`config.mk`:
```
export PLATFORM = sky130hd
export DESIGN_NAME = uart_rx
export DESIGN_NICKNAME = d
export VERILOG_FILES = /design/src/rtl/uart_rx.sv
export SDC_FILE = /design/constraint.sdc
export NUM_CORES = 1
export LEC_CHECK = 0
export ABC_AREA = 1
export BUFFER_PORTS_ARGS = -buffer_cell sky130_fd_sc_hd__buf_2
export CAP_MARGIN = 20
export CELL_PAD_IN_SITES_DETAIL_PLACEMENT = 0
export CELL_PAD_IN_SITES_GLOBAL_PLACEMENT = 1
export CORE_UTILIZATION = 44
export DETAILED_ROUTE_END_ITERATION = 10
export PLACE_DENSITY = 0.89
export SLEW_MARGIN = 20
export SYNTH_ARGS = -nofsm -noshare
export SYNTH_HDL_FRONTEND = slang
export SYNTH_SLANG_ARGS = --single-unit
export TNS_END_PERCENT = 20
```
`constraint.sdc`:
```
create_clock -name clk -period 1.46 [get_ports clk]
set_input_delay 0.146 -clock clk [delete_from_list [all_inputs] [get_ports clk]]
set_output_delay 0.146 -clock clk [all_outputs]
set_load 0.05 [all_outputs]
```
`src/rtl/uart_rx.sv`:
```
// UART receiver: recovers start / LSB-first data / stop frames from an asynchronous
// serial line using a per-bit clock counter and mid-bit sampling.
module uart_rx #(
    parameter int CLKS_PER_BIT = 16,
    parameter int DATA_BITS    = 8
) (
    input  logic                 clk,
    input  logic                 rst,
    input  logic                 rx,
    output logic [DATA_BITS-1:0] data,
    output logic                 valid,
    output logic                 frame_err,
    output logic                 busy
);
    localparam int CW = $clog2(CLKS_PER_BIT);
    localparam int BW = $clog2(DATA_BITS) + 1;
    localparam logic [CW-1:0] HALF_LAST = CW'(CLKS_PER_BIT / 2 - 1);
    localparam logic [CW-1:0] BIT_LAST  = CW'(CLKS_PER_BIT - 1);
    localparam logic [BW-1:0] LAST_BIT  = BW'(DATA_BITS - 1);

    typedef enum logic [2:0] {
        S_IDLE,
        S_START,
        S_DATA,
        S_STOP,
        S_BREAK
    } state_e;

    state_e               state_q, state_d;
    logic [CW-1:0]        clk_cnt_q, clk_cnt_d;
    logic [BW-1:0]        bit_cnt_q, bit_cnt_d;
    logic [DATA_BITS-1:0] shift_q, shift_d;
    logic [DATA_BITS-1:0] data_q, data_d;
    logic                 valid_q, valid_d;
    logic                 frame_err_q, frame_err_d;
    logic                 sync1_q, sync2_q;
    logic                 rx_s;

    // Synchroniser idles high so reset never looks like a start bit.
    always_ff @(posedge clk or negedge rst) begin
        if (!rst) begin
            sync1_q <= 1'b1;
            sync2_q <= 1'b1;
        end else begin
            sync1_q <= rx;
            sync2_q <= sync1_q;
        end
    end

    assign rx_s = sync2_q;

    always_ff @(posedge clk or negedge rst) begin
        if (!rst) begin
            state_q     <= S_IDLE;
            clk_cnt_q   <= '0;
            bit_cnt_q   <= '0;
            shift_q     <= '0;
            data_q      <= '0;
            valid_q     <= 1'b0;
            frame_err_q <= 1'b0;
        end else begin
            state_q     <= state_d;
            clk_cnt_q   <= clk_cnt_d;
            bit_cnt_q   <= bit_cnt_d;
            shift_q     <= shift_d;
            data_q      <= data_d;
            valid_q     <= valid_d;
            frame_err_q <= frame_err_d;
        end
    end

    always_comb begin
        state_d     = state_q;
        clk_cnt_d   = clk_cnt_q;
        bit_cnt_d   = bit_cnt_q;
        shift_d     = shift_q;
        data_d      = data_q;
        valid_d     = 1'b0;
        frame_err_d = 1'b0;
        case (state_q)
            S_IDLE: begin
                if (!rx_s) begin
                    clk_cnt_d = '0;
                    state_d   = S_START;
                end
            end
            S_START: begin
                if (clk_cnt_q == HALF_LAST) begin
                    clk_cnt_d = '0;
                    bit_cnt_d = '0;
                    state_d   = rx_s ? S_IDLE : S_DATA;
                end else begin
                    clk_cnt_d = clk_cnt_q + CW'(1);
                end
            end
            S_DATA: begin
                if (clk_cnt_q == BIT_LAST) begin
                    clk_cnt_d = '0;
                    shift_d   = {rx_s, shift_q[DATA_BITS-1:1]};
                    if (bit_cnt_q == LAST_BIT) begin
                        bit_cnt_d = '0;
                        state_d   = S_STOP;
                    end else begin
                        bit_cnt_d = bit_cnt_q + BW'(1);
                    end
                end else begin
                    clk_cnt_d = clk_cnt_q + CW'(1);
                end
            end
            S_STOP: begin
                // Leaving mid-stop-bit gives half a bit of slack for the next start edge.
                if (clk_cnt_q == BIT_LAST) begin
                    clk_cnt_d = '0;
                    if (rx_s) begin
                        data_d  = shift_q;
                        valid_d = 1'b1;
                        state_d = S_IDLE;
                    end else begin
                        frame_err_d = 1'b1;
                        state_d     = S_BREAK;
                    end
                end else begin
                    clk_cnt_d = clk_cnt_q + CW'(1);
                end
            end
            S_BREAK: begin
                if (rx_s) begin
                    state_d = S_IDLE;
                end
            end
            default: begin
                state_d = S_IDLE;
            end
        endcase
    end

    assign data      = data_q;
    assign valid     = valid_q;
    assign frame_err = frame_err_q;
    assign busy      = (state_q != S_IDLE);
endmodule

```
Word level (Yosys, flattened, before mapping)
Index checks and enable logic that the tools add are counted.

word-level totals
  bits in registers = 31
  logic and storage cells = 57

cells by class
  add/sub/neg operators = 2
  equal/unequal tests = 13
  multiplexer cells = 23
  reductions and logical operators = 10

operator list
  operator                                                               number
  4-bit two-way mux                                                      6
  3-bit two-way mux                                                      7
  3-bit case mux with 5 select lines                                     1
  2-bit != test, second input constant                                   6
  4-bit case mux with 3 select lines                                     1
  4-bit by 1-bit adder with 4-bit output, second input constant          2
  4-bit by 3-bit equality test with 1-bit output, second input constant  2
  4-bit case mux with 2 select lines                                     1
  3-bit by 2-bit equality test with 1-bit output, second input constant  2
  1-bit two-way mux                                                      6
  3-bit AND reduction                                                    2
  6-bit AND reduction                                                    1
  3-bit nonzero test                                                     2
  4-bit equality test, second input constant                             1
  2-bit AND reduction                                                    2
  3-bit by 1-bit equality test with 1-bit output, second input constant  1
  3-bit equality test, second input constant                             1
  3-bit zero test                                                        1
  2-bit two-way mux                                                      1
  2-bit nonzero test                                                     1
  2-bit OR reduction                                                     1

Depth between registers and ports, before layout
Gate-level depths: netlist of run 1.

  depth after elaboration = 4
  depth in mapped cells = 8

Worst setup path after synthesis of run 1
No wires, ideal clock.

  kind = register -> register
  from = reg clk_cnt_q[0]
  to = reg data_q[7], in the netlist data[7]
  arrival time = 1237 ps
  required time = 1386 ps
  slack = 149 ps
  cell stages (with the launch flop) = 8
  path buffers = 1
  cell sequence = dfrtp_1 -> ha_1 -> nand3_4 -> clkinv_2 -> nand3_4 -> buf_6 -> nand2_2 -> o21ai_2

on the way
  longest elaborated chain between the ends = 2

ends and longest elaborated chain
  item                                  line  source
  from (decl)                           30    logic [CW-1:0] clk_cnt_q, clk_cnt_d;
  from (signal assigned)                63    clk_cnt_q <= clk_cnt_d;
  4-bit equality test                   112   if (clk_cnt_q == BIT_LAST) begin
  3-bit AND reduction (no source line)  --
  to (signal assigned)                  66    data_q <= data_d;
  to (decl)                             33    logic [DATA_BITS-1:0] data_q, data_d;

No other way between the ends.
A chain may end at the register's enable or synchronous reset.

Worst setup path after layout of run 1
  from = reg state_q[1]
  to = out busy

on the way
  longest elaborated chain between the ends = 1

ends and longest elaborated chain
  item                    line  source
  from (decl)             29    state_e state_q, state_d;
  from (signal assigned)  62    state_q <= state_d;
  3-bit nonzero test      140   assign busy = (state_q != S_IDLE);
  to (decl)               13    output logic busy

No other way between the ends.

==> flow_metrics.py, run 1 <==
metrics = {
    "status": {
        "outcome": "finished, final reports clean",
    },
    "placement": {
        "place_congestion": 0.785,
        "dp_hpwl_um": 2000,
        "io_buffers": 13,
        "pre_cts_ws_ps": 33.9,
        "placed_area_mm2": 0.00158,
    },
    "final_layout": {
        "area_delta_synth_final_pct": 19.0,
        "num-nets-final": 196,
        "fin_area_mm2": 0.00175,
        "drive_gt1_share_pct": 29.2,
        "post-route-util_pct": 56.3,
        "diodes": 0,
    },
    "logic_synthesis": {
        "synth_top_family_by_area": "simple AND/OR/NAND/NOR gates",
        "synth_cell_type_count": 24,
        "netlist_instances": 166,
        "ys_dominant_reg_cell": "dfrtp_1",
        "synth_fa_ha_area_share_pct": 1.71,
        "synth_top_cell_by_area": "dfrtp_1",
        "synth-seq-area-share_pct": 53.0,
        "yosys_warnings": 0,
        "syn-mean-instance-area_um2": 8.84,
        "synth_area_leaders": "dfrtp_1 49%, nand2_1 12%, o21ai_2 5.4%",
        "ys_async_sr_fraction_pct": 100,
        "synthTopCellsByCount": "46 x nand2_1, 29 x dfrtp_1, 19 x inv_1",
        "synth-xor-area-share_pct": 0,
        "yosys.area.top_type_share_pct": 49.4,
        "synth_compound_area_share_pct": 10.8,
        "synth_edf_count": 0,
        "ys_seq_elements": 31,
        "netlist_area_mm2": 0.00147,
        "synthMostInstantiatedCell": "nand2_1",
        "synth-simple-area-share_pct": 27.5,
        "syn-num-nets": 171,
        "synthMuxAreaShare_pct": 0,
    },
    "sta": {
        "fin_crit_ps": 1400,
        "tightest_slew_ps": 693,
        "timing.fmax_mhz": 715,
        "finalHoldViolations": 0,
        "slew_headroom_pct": 53.8,
        "tns_ps": 0,
        "setup_viol": 0,
        "min_period_over_period_pct": 95.8,
        "fin_skew_ps": 5.99,
        "drv_slew": 0,
        "rsz0062_at_grt": "true",
        "timing.final.ws_setup_ps": 61.2,
    },
    "clock_tree": {
        "cts.sinks": 31,
        "ctsHtreeMaxLevel": 2,
        "cts_tree": "built",
        "path_clk_slew_ps": 100,
        "clk_latency_ps": 330,
        "cts_buffers": 5,
        "clockBufferDepth": 2,
        "root_buffer": "clkbuf_4",
    },
    "setup_path": {
        "crit_start": "state_q[1]",
        "arrival_ps": 1250,
        "cp-end-kind": "output pin",
        "endpoint": "busy",
        "reg2reg_depth": 6,
        "crit_type": "flop to output pin",
        "rr_startpoint": "state_q[2]",
        "r2r-end": "bit_cnt_q[3]",
        "path_max_fanout": 6,
        "cp.required_ps": 1310,
        "critPathLaunchType": "flop",
        "rrSetupSlack_ps": 80,
    },
    "detailed_routing": {
        "viasPerCell": 4.94,
        "drt-total-wl_um": 3000,
        "firstDrtPassIters": 4,
        "wl_per_cell_um": 12.7,
        "remaining_drc_errors": 0,
        "drtAntennaViolNets": 0,
        "drt_iter0_drc": 37,
        "vias": 1167,
    },
    "die": {
        "ioPinCount": 14,
        "die_area_mm2": 0.00357,
        "rows": 20,
        "start_util_pct": 47.3,
        "fp.dieH_um": 59.8,
        "die_w_um": 59.8,
        "design.core.area_mm2": 0.00310,
    },
    "global_route": {
        "grt_remaining_overflow": 0,
        "grt_pass1_wl_um": 4670,
        "antenna_found_initial": 0,
        "grt_max_degree": 32,
        "grt.total_usage_pct": 18.1,
        "grt_pass1_vias": 1083,
    },
    "pwr": {
        "power.leakage_uw": 0.000861,
        "pwr_density_cell_mw_per_mm2": 1420,
        "ir_drop_uv": 904,
        "finalPower_uw": 2480,
    },
    "flow_run": {
        "cap_violations": 0,
    },
    "hold_path": {
        "hold_path_class": "flop to flop",
    },
}
[how the worst min path moves through the flow]
stage,startpoint,endpoint,slack (ps),depth (start not counted)
4_1_cts,sync1_q,rx_s,360,0
5_1_grt,sync1_q,rx_s,370,0
6_report,sync1_q,rx_s,360,0
2_1_floorplan,rst,bit_cnt_q[0],-150,0
3_3_place_gp,rst,state_q[0],220,1
3_5_place_dp,rst,state_q[0],230,1
[sequential cells by signal, indices dropped and copies added, names as in the netlist]
signal	flops
clk_cnt_q	4
sync1_q	1
data	8
state_q	3
valid	1
frame_err	1
shift_q	8
rx_s	1
bit_cnt_q	4
[kinds of logic (layout without fill, tap and decap cells)]
group / count (synthesis) / in the layout
DFF: 31 / 31
adders and majority gates: 2 / 2
buffers and inverters: 23 / 48
AOI/OAI and AO/OA: 24 / 24
and+or+nand+nor: 86 / 87
[area by class of cell]
type / count / area, µm²
clock buffers: 7 / 65.1
repair buffers: 19 / 115
clock inverters: 1 / 7.51
fillers: 297 / 1360
multi-input cells: 113 / 644
well taps: 44 / 55.1
inverters: 21 / 80.1
flip-flops and latches: 31 / 779
[metal layers]
| layer | routed length (µm) | track usage [%] |
|---|---|---|
| met5 | 0 | 0 |
| met3 | 106 | 3.90 |
| met1 | 1300 | 23.3 |
| met2 | 1550 | 28.9 |
| met4 | 45 | 8.97 |
[what timing repair did]
item / in CTS / in global routing
pin swaps: 0 / 4
gates cloned: 0 / 1
gates resized for setup: 1 / 12
endpoints found under the setup margin: 1 / 22
hold buffers: 2 / 0
buffers inserted: 0 / 2
hold endpoints to repair: 30 / 0
[placed cells by master, fill, tap and decap left out, drive strengths merged]
cell         instances
dfrtp               29
dlygate4sd3          2
o22ai                1
nand2               49
ha                   2
a22o                 1
inv                 20
nor3b                1
nor2                20
clkinv               1
nand4                3
buf                 17
nand3b               1
clkbuf               7
nand3               13
clkinvlp             1
a21oi                3
o21ai               19
dfstp                2
[metrics by stage]
stage / hold WS (ps) / instances
final: 362 / 236
after global routing: 370 / 236
after CTS: 365 / 233
after detailed placement: 225 / 223
after global placement: 223 / 223
after floorplan: -150 / 166
[power breakdown]
part / switching [µW] / total [µW] / internal (µW)
clock network: 305 / 587 / 281
registers: 127 / 1070 / 946
logic: 535 / 816 / 281
[critical path, stage by stage (launching register included)]
cell	delay, ps
dfrtp_1	460
nor2_4	190
nand2_1	60
buf_2	210
No activity file was read; power rests on OpenSTA's default activity.
==> run 2: changes to the inputs <==
==> constraint.sdc (replaced) <==
create_clock -name clk -period 1.46 [get_ports clk]
set_input_delay 0.146 -clock clk [delete_from_list [all_inputs] [get_ports clk]]
set_output_delay 0.146 -clock clk [all_outputs]
set_load 0.005 [all_outputs]
==> run 2 against run 1 <==
Effect of this change:
- critical path depth increased by 5
- critical path type is now flop to flop
- first-iteration DRC count is 16% lower
- clock-buffer cell count did not move
- combinational power down 11%
- sequential power about the same
- cell count did not move
- clock power barely moved
- worst setup slack got worse by 2.9 ps
==> flow_metrics.py, run 2 (synthesis gave the netlist of run 1 again) <==
metrics = {
    "pwr": {
        "pwr_density_cell_mw_per_mm2": 1370,
        "finalPower_uw": 2370,
        "ir_drop_uv": 887,
        "power.leakage_uw": 0.000861,
    },
    "hold_path": {
        "hold_path_class": "flop to flop",
    },
    "sta": {
        "drv_slew": 0,
        "setup_viol": 0,
        "tns_ps": 0,
        "fin_crit_ps": 1400,
        "min_period_over_period_pct": 96.0,
        "fin_skew_ps": 4.77,
        "rsz0062_at_grt": "true",
        "tightest_slew_ps": 684,
        "slew_headroom_pct": 54.4,
        "timing.fmax_mhz": 713,
        "finalHoldViolations": 0,
        "whs_ps": 362,
    },
    "detailed_routing": {
        "viasPerCell": 4.96,
        "vias": 1171,
        "drt_iter0_drc": 31,
        "drt-total-wl_um": 2960,
        "wl_per_cell_um": 12.5,
        "firstDrtPassIters": 6,
        "drtAntennaViolNets": 0,
        "remaining_drc_errors": 0,
    },
    "setup_path": {
        "rrSetupSlack_ps": 60,
        "crit_type": "flop to flop",
        "critPathLaunchType": "flop",
        "slowest_stage": "dfrtp_1",
        "cp.required_ps": 1690,
        "cpLargestDelayFamily": "simple AND/OR/NAND/NOR gates",
        "crit_buf_inv": 0,
        "crit_chain": "ha_4, nand2_1, nor2_1, nor2_1, nor2_2, nand2_1, nand2_1, nand2_1",
        "path_max_fanout": 4,
        "arrival_ps": 1630,
        "critPathMaxStageDelay_ps": 420,
        "cp_common_cell": "nand2_1",
        "cp-end-kind": "flop",
    },
    "status": {
        "outcome": "finished, final reports clean",
    },
    "global_route": {
        "grt_max_degree": 32,
        "grt_pass1_wl_um": 4660,
        "grt_pass1_vias": 1081,
        "antenna_found_initial": 0,
        "grt.total_usage_pct": 18.1,
        "grt_remaining_overflow": 0,
    },
    "die": {
        "rows": 20,
        "ioPinCount": 14,
        "die_w_um": 59.8,
        "die_area_mm2": 0.00357,
        "design.core.area_mm2": 0.00310,
        "fp.dieH_um": 59.8,
        "start_util_pct": 47.3,
    },
    "clock_tree": {
        "cts.sinks": 31,
        "cts_buffers": 5,
        "path_clk_slew_ps": 100,
        "root_buffer": "clkbuf_4",
        "clk_latency_ps": 330,
        "clockBufferDepth": 2,
        "cts_tree": "built",
        "ctsHtreeMaxLevel": 2,
    },
    "final_layout": {
        "final_common_cell": "nand2_1",
        "drive_gt1_share_pct": 27.1,
        "fin_area_mm2": 0.00173,
        "layout_common_cells": "46 x nand2_1, 29 x dfrtp_1, 19 x inv_1",
        "num-nets-final": 196,
        "area_delta_synth_final_pct": 17.9,
        "diodes": 0,
        "post-route-util_pct": 55.8,
    },
    "placement": {
        "placed_area_mm2": 0.00158,
        "place_congestion": 0.785,
        "dp_hpwl_um": 2000,
        "io_buffers": 13,
    },
    "flow_run": {
        "cap_violations": 0,
    },
}
[run 2: changes by cell type in the layout (fill, tap and decap cells not counted)]
cell / before / now
dfrtp_1: 28 / 29
inv_2: 2 / 1
nor2_4: 4 / 2
dfrtp_2: 1 / 0
inv_1: 18 / 19
nor2_1: 12 / 14
[run 2: where the power goes]
group	internal (µW)	leakage, µW	total, µW	switching [µW]
Clock	281	0.0000375	584	303
Sequential	943	0.000420	1060	118
Combinational	266	0.000403	724	458
[run 2: cell type report]
class	instances	area, µm²
Clock buffer	7	65.1
Clock inverter	1	7.51
Fill cell	298	1370
Inverter	21	80.1
Multi-Input combinational cell	113	629
Sequential cell	31	778
Tap cell	44	55.1
Timing Repair Buffer	19	115
[run 2: worst register-to-register path: cells and delay by family, from the launching register on]
kind,cells,cell delay [ps]
and+or+nand+nor,7,700
DFF,1,420
adders and majority gates,1,190
[run 2: stage by stage]
step | std cells | setup slack [ps]
2_1_floorplan | 166 | 165
3_3_place_gp | 223 | 114
3_5_place_dp | 223 | 33.9
4_1_cts | 233 | 4.15
5_1_grt | 236 | -58.3
6_report | 236 | 58.3
[run 2: timing repair]
action                                  CTS  global route
hold buffers                              2             0
gates resized for setup                   0             7
endpoints found under the hold margin    30             0
endpoints found under the setup margin    0            22
buffers inserted                          0             2
[run 2: path summary, 6_finish.rpt]
kind                              startpoint    endpoint  cells after the start
worst max-delay path            clk_cnt_q[0]  state_q[1]                      8
worst min-delay path                 sync1_q        rx_s                      0
worst max register to register  clk_cnt_q[0]  state_q[1]                      8
worst min register to register       sync1_q        rx_s                      0
max in group asynchronous                rst     data[2]                      2
min in group asynchronous                rst  state_q[0]                      2
[run 2: metal layers]
metal	up-vias	GRT usage, %	wire (µm)
li1	582	-	-
met1	559	23.5	1250
met2	25	28.7	1540
met3	5	3.90	114
met4	0	8.97	43
met5	-	0	0
==> run 3: changes to the inputs <==
--- a/config.mk
+++ b/config.mk
@@ -7,12 +7,11 @@
 export LEC_CHECK = 0
 export ABC_AREA = 1
 export BUFFER_PORTS_ARGS = -buffer_cell sky130_fd_sc_hd__buf_2
-export CAP_MARGIN = 20
 export CELL_PAD_IN_SITES_DETAIL_PLACEMENT = 0
 export CELL_PAD_IN_SITES_GLOBAL_PLACEMENT = 1
-export CORE_UTILIZATION = 44
+export CORE_UTILIZATION = 40
 export DETAILED_ROUTE_END_ITERATION = 10
-export PLACE_DENSITY = 0.89
+export PLACE_DENSITY = 0.83
 export SLEW_MARGIN = 20
 export SYNTH_ARGS = -nofsm -noshare
 export SYNTH_HDL_FRONTEND = slang
==> run 3 against run 2 <==
Effect of this change:
- clock-buffer cell count did not move
- sequential cell count did not move
- first-iteration DRC count rose by 130%
- hold slack got worse by 2.7 ps
- clock skew rose by 3.2 ps
- cell area rose by 0.43%
==> flow_metrics.py, run 3 (synthesis gave the netlist of run 1 again) <==
metrics = {
    "clock_tree": {
        "cts_tree": "built",
        "clk_latency_ps": 320,
        "cts.sinks": 31,
        "path_clk_slew_ps": 100,
        "ctsHtreeMaxLevel": 2,
        "root_buffer": "clkbuf_4",
        "clockBufferDepth": 2,
        "cts_buffers": 5,
    },
    "global_route": {
        "grt_remaining_overflow": 0,
        "grt.total_usage_pct": 15.8,
        "grt_pass1_vias": 1088,
        "antenna_found_initial": 0,
        "grt_max_degree": 32,
        "grt_pass1_wl_um": 4760,
    },
    "setup_path": {
        "critPathMaxStageDelay_ps": 460,
        "crit_type": "flop to flop",
        "cp_common_cell": "nand2_1",
        "path_max_fanout": 17,
        "cp.required_ps": 1670,
        "crit_buf_inv": 1,
        "crit_chain": "inv_2, nand2_1, nor2_2, nand3_4, nand2_1, o21ai_2",
        "cp-end-kind": "flop",
        "critPathLaunchType": "flop",
        "slowest_stage": "dfrtp_2",
        "cpLargestDelayFamily": "simple AND/OR/NAND/NOR gates",
        "arrival_ps": 1570,
    },
    "detailed_routing": {
        "remaining_drc_errors": 0,
        "drtAntennaViolNets": 0,
        "drt-total-wl_um": 2660,
        "drt_iter0_drc": 71,
        "wl_per_cell_um": 11.2,
        "firstDrtPassIters": 4,
        "vias": 1150,
        "viasPerCell": 4.85,
    },
    "die": {
        "start_util_pct": 43.0,
        "die_w_um": 62.6,
        "fp.dieH_um": 62.6,
        "ioPinCount": 14,
        "rows": 21,
        "design.core.area_mm2": 0.00342,
        "die_area_mm2": 0.00392,
    },
    "pwr": {
        "power_frac_seq_pct": 45.1,
        "ir_drop_uv": 678,
        "power.internal_uw": 1490,
        "pwr_density_cell_mw_per_mm2": 1360,
        "switching_share_pct": 36.6,
        "power.switching_uw": 863,
        "finalPower_uw": 2360,
        "clkPwrFrac_pct": 24.5,
        "pwr-share-comb_pct": 30.4,
        "power.leakage_uw": 0.000860,
    },
    "final_layout": {
        "layout_common_cells": "46 x nand2_1, 27 x dfrtp_1, 18 x inv_1",
        "final_common_cell": "nand2_1",
        "layout.cells.non_filler": 237,
        "post-route-util_pct": 50.9,
        "drive_gt1_share_pct": 29.3,
        "diodes": 0,
        "num-nets-final": 195,
        "area_delta_synth_final_pct": 18.4,
    },
    "sta": {
        "min_period_over_period_pct": 93.0,
        "setup_viol": 0,
        "tightest_slew_ps": 687,
        "drv_slew": 0,
        "slew_headroom_pct": 54.2,
        "finalHoldViolations": 0,
        "timing.fmax_mhz": 736,
        "rsz0062_at_grt": "true",
        "fin_skew_ps": 7.96,
        "tns_ps": 0,
        "fin_crit_ps": 1360,
    },
    "placement": {
        "dp_hpwl_um": 1830,
        "io_buffers": 13,
        "place_inst": 226,
        "place_congestion": 0.804,
    },
    "flow_run": {
        "cap_violations": 0,
    },
    "status": {
        "outcome": "finished, final reports clean",
    },
    "hold_path": {
        "hold_path_class": "flop to flop",
    },
}
run 3: path summary, 6_finish.rpt:
kind                             from      endpoint  slack [ps]  depth (start not counted)
max                        state_q[2]       data[1]         100                          6
min                           sync1_q          rx_s         360                          0
max reg2reg                state_q[2]       data[1]         100                          6
min reg2reg                   sync1_q          rx_s         360                          0
max in group asynchronous         rst  bit_cnt_q[0]         580                          2
min in group asynchronous         rst    state_q[1]         390                          2
run 3: through the flow:
step                hold slack, ps  setup WS (ps)  cell area [µm²]
floorplan                     -150            165             1470
global placement               230           95.4             1590
detailed placement             238           70.1             1590
CTS                            362           42.8             1690
global route                   365          -27.0             1740
finish                         360            102             1740
run 3: power by group through the flow:
stage	registers (µW)	clock network, µW	logic, µW
floorplan	1050	0	474
global placement	1050	0	640
detailed placement	1060	0	659
CTS	1050	604	669
global route	1080	644	805
finish	1060	576	717
run 3: what timing repair did:
item	in CTS	in global routing
setup endpoints to repair	1	23
resized for setup	1	10
hold buffers	2	0
pin swaps	0	2
setup buffers	0	1
cloned	0	0
endpoints found under the hold margin	30	0
run 3: metal layers:
metal  part of all wire [%]  up-vias  global-route usage, %
li1                       -      581                      -
met1                     47      554                   19.7
met2                     50       13                   25.4
met3                    2.4        2                   4.93
met4                   0.83        0                   6.10
met5                      0        -                      0
run 3: cell type report:
type	count	area, µm²
Clock buffer	7	65.1
Clock inverter	1	7.51
Fill cell	339	1680
Inverter	21	80.1
Multi-Input combinational cell	112	619
Sequential cell	31	781
Tap cell	46	57.6
Timing Repair Buffer	19	128
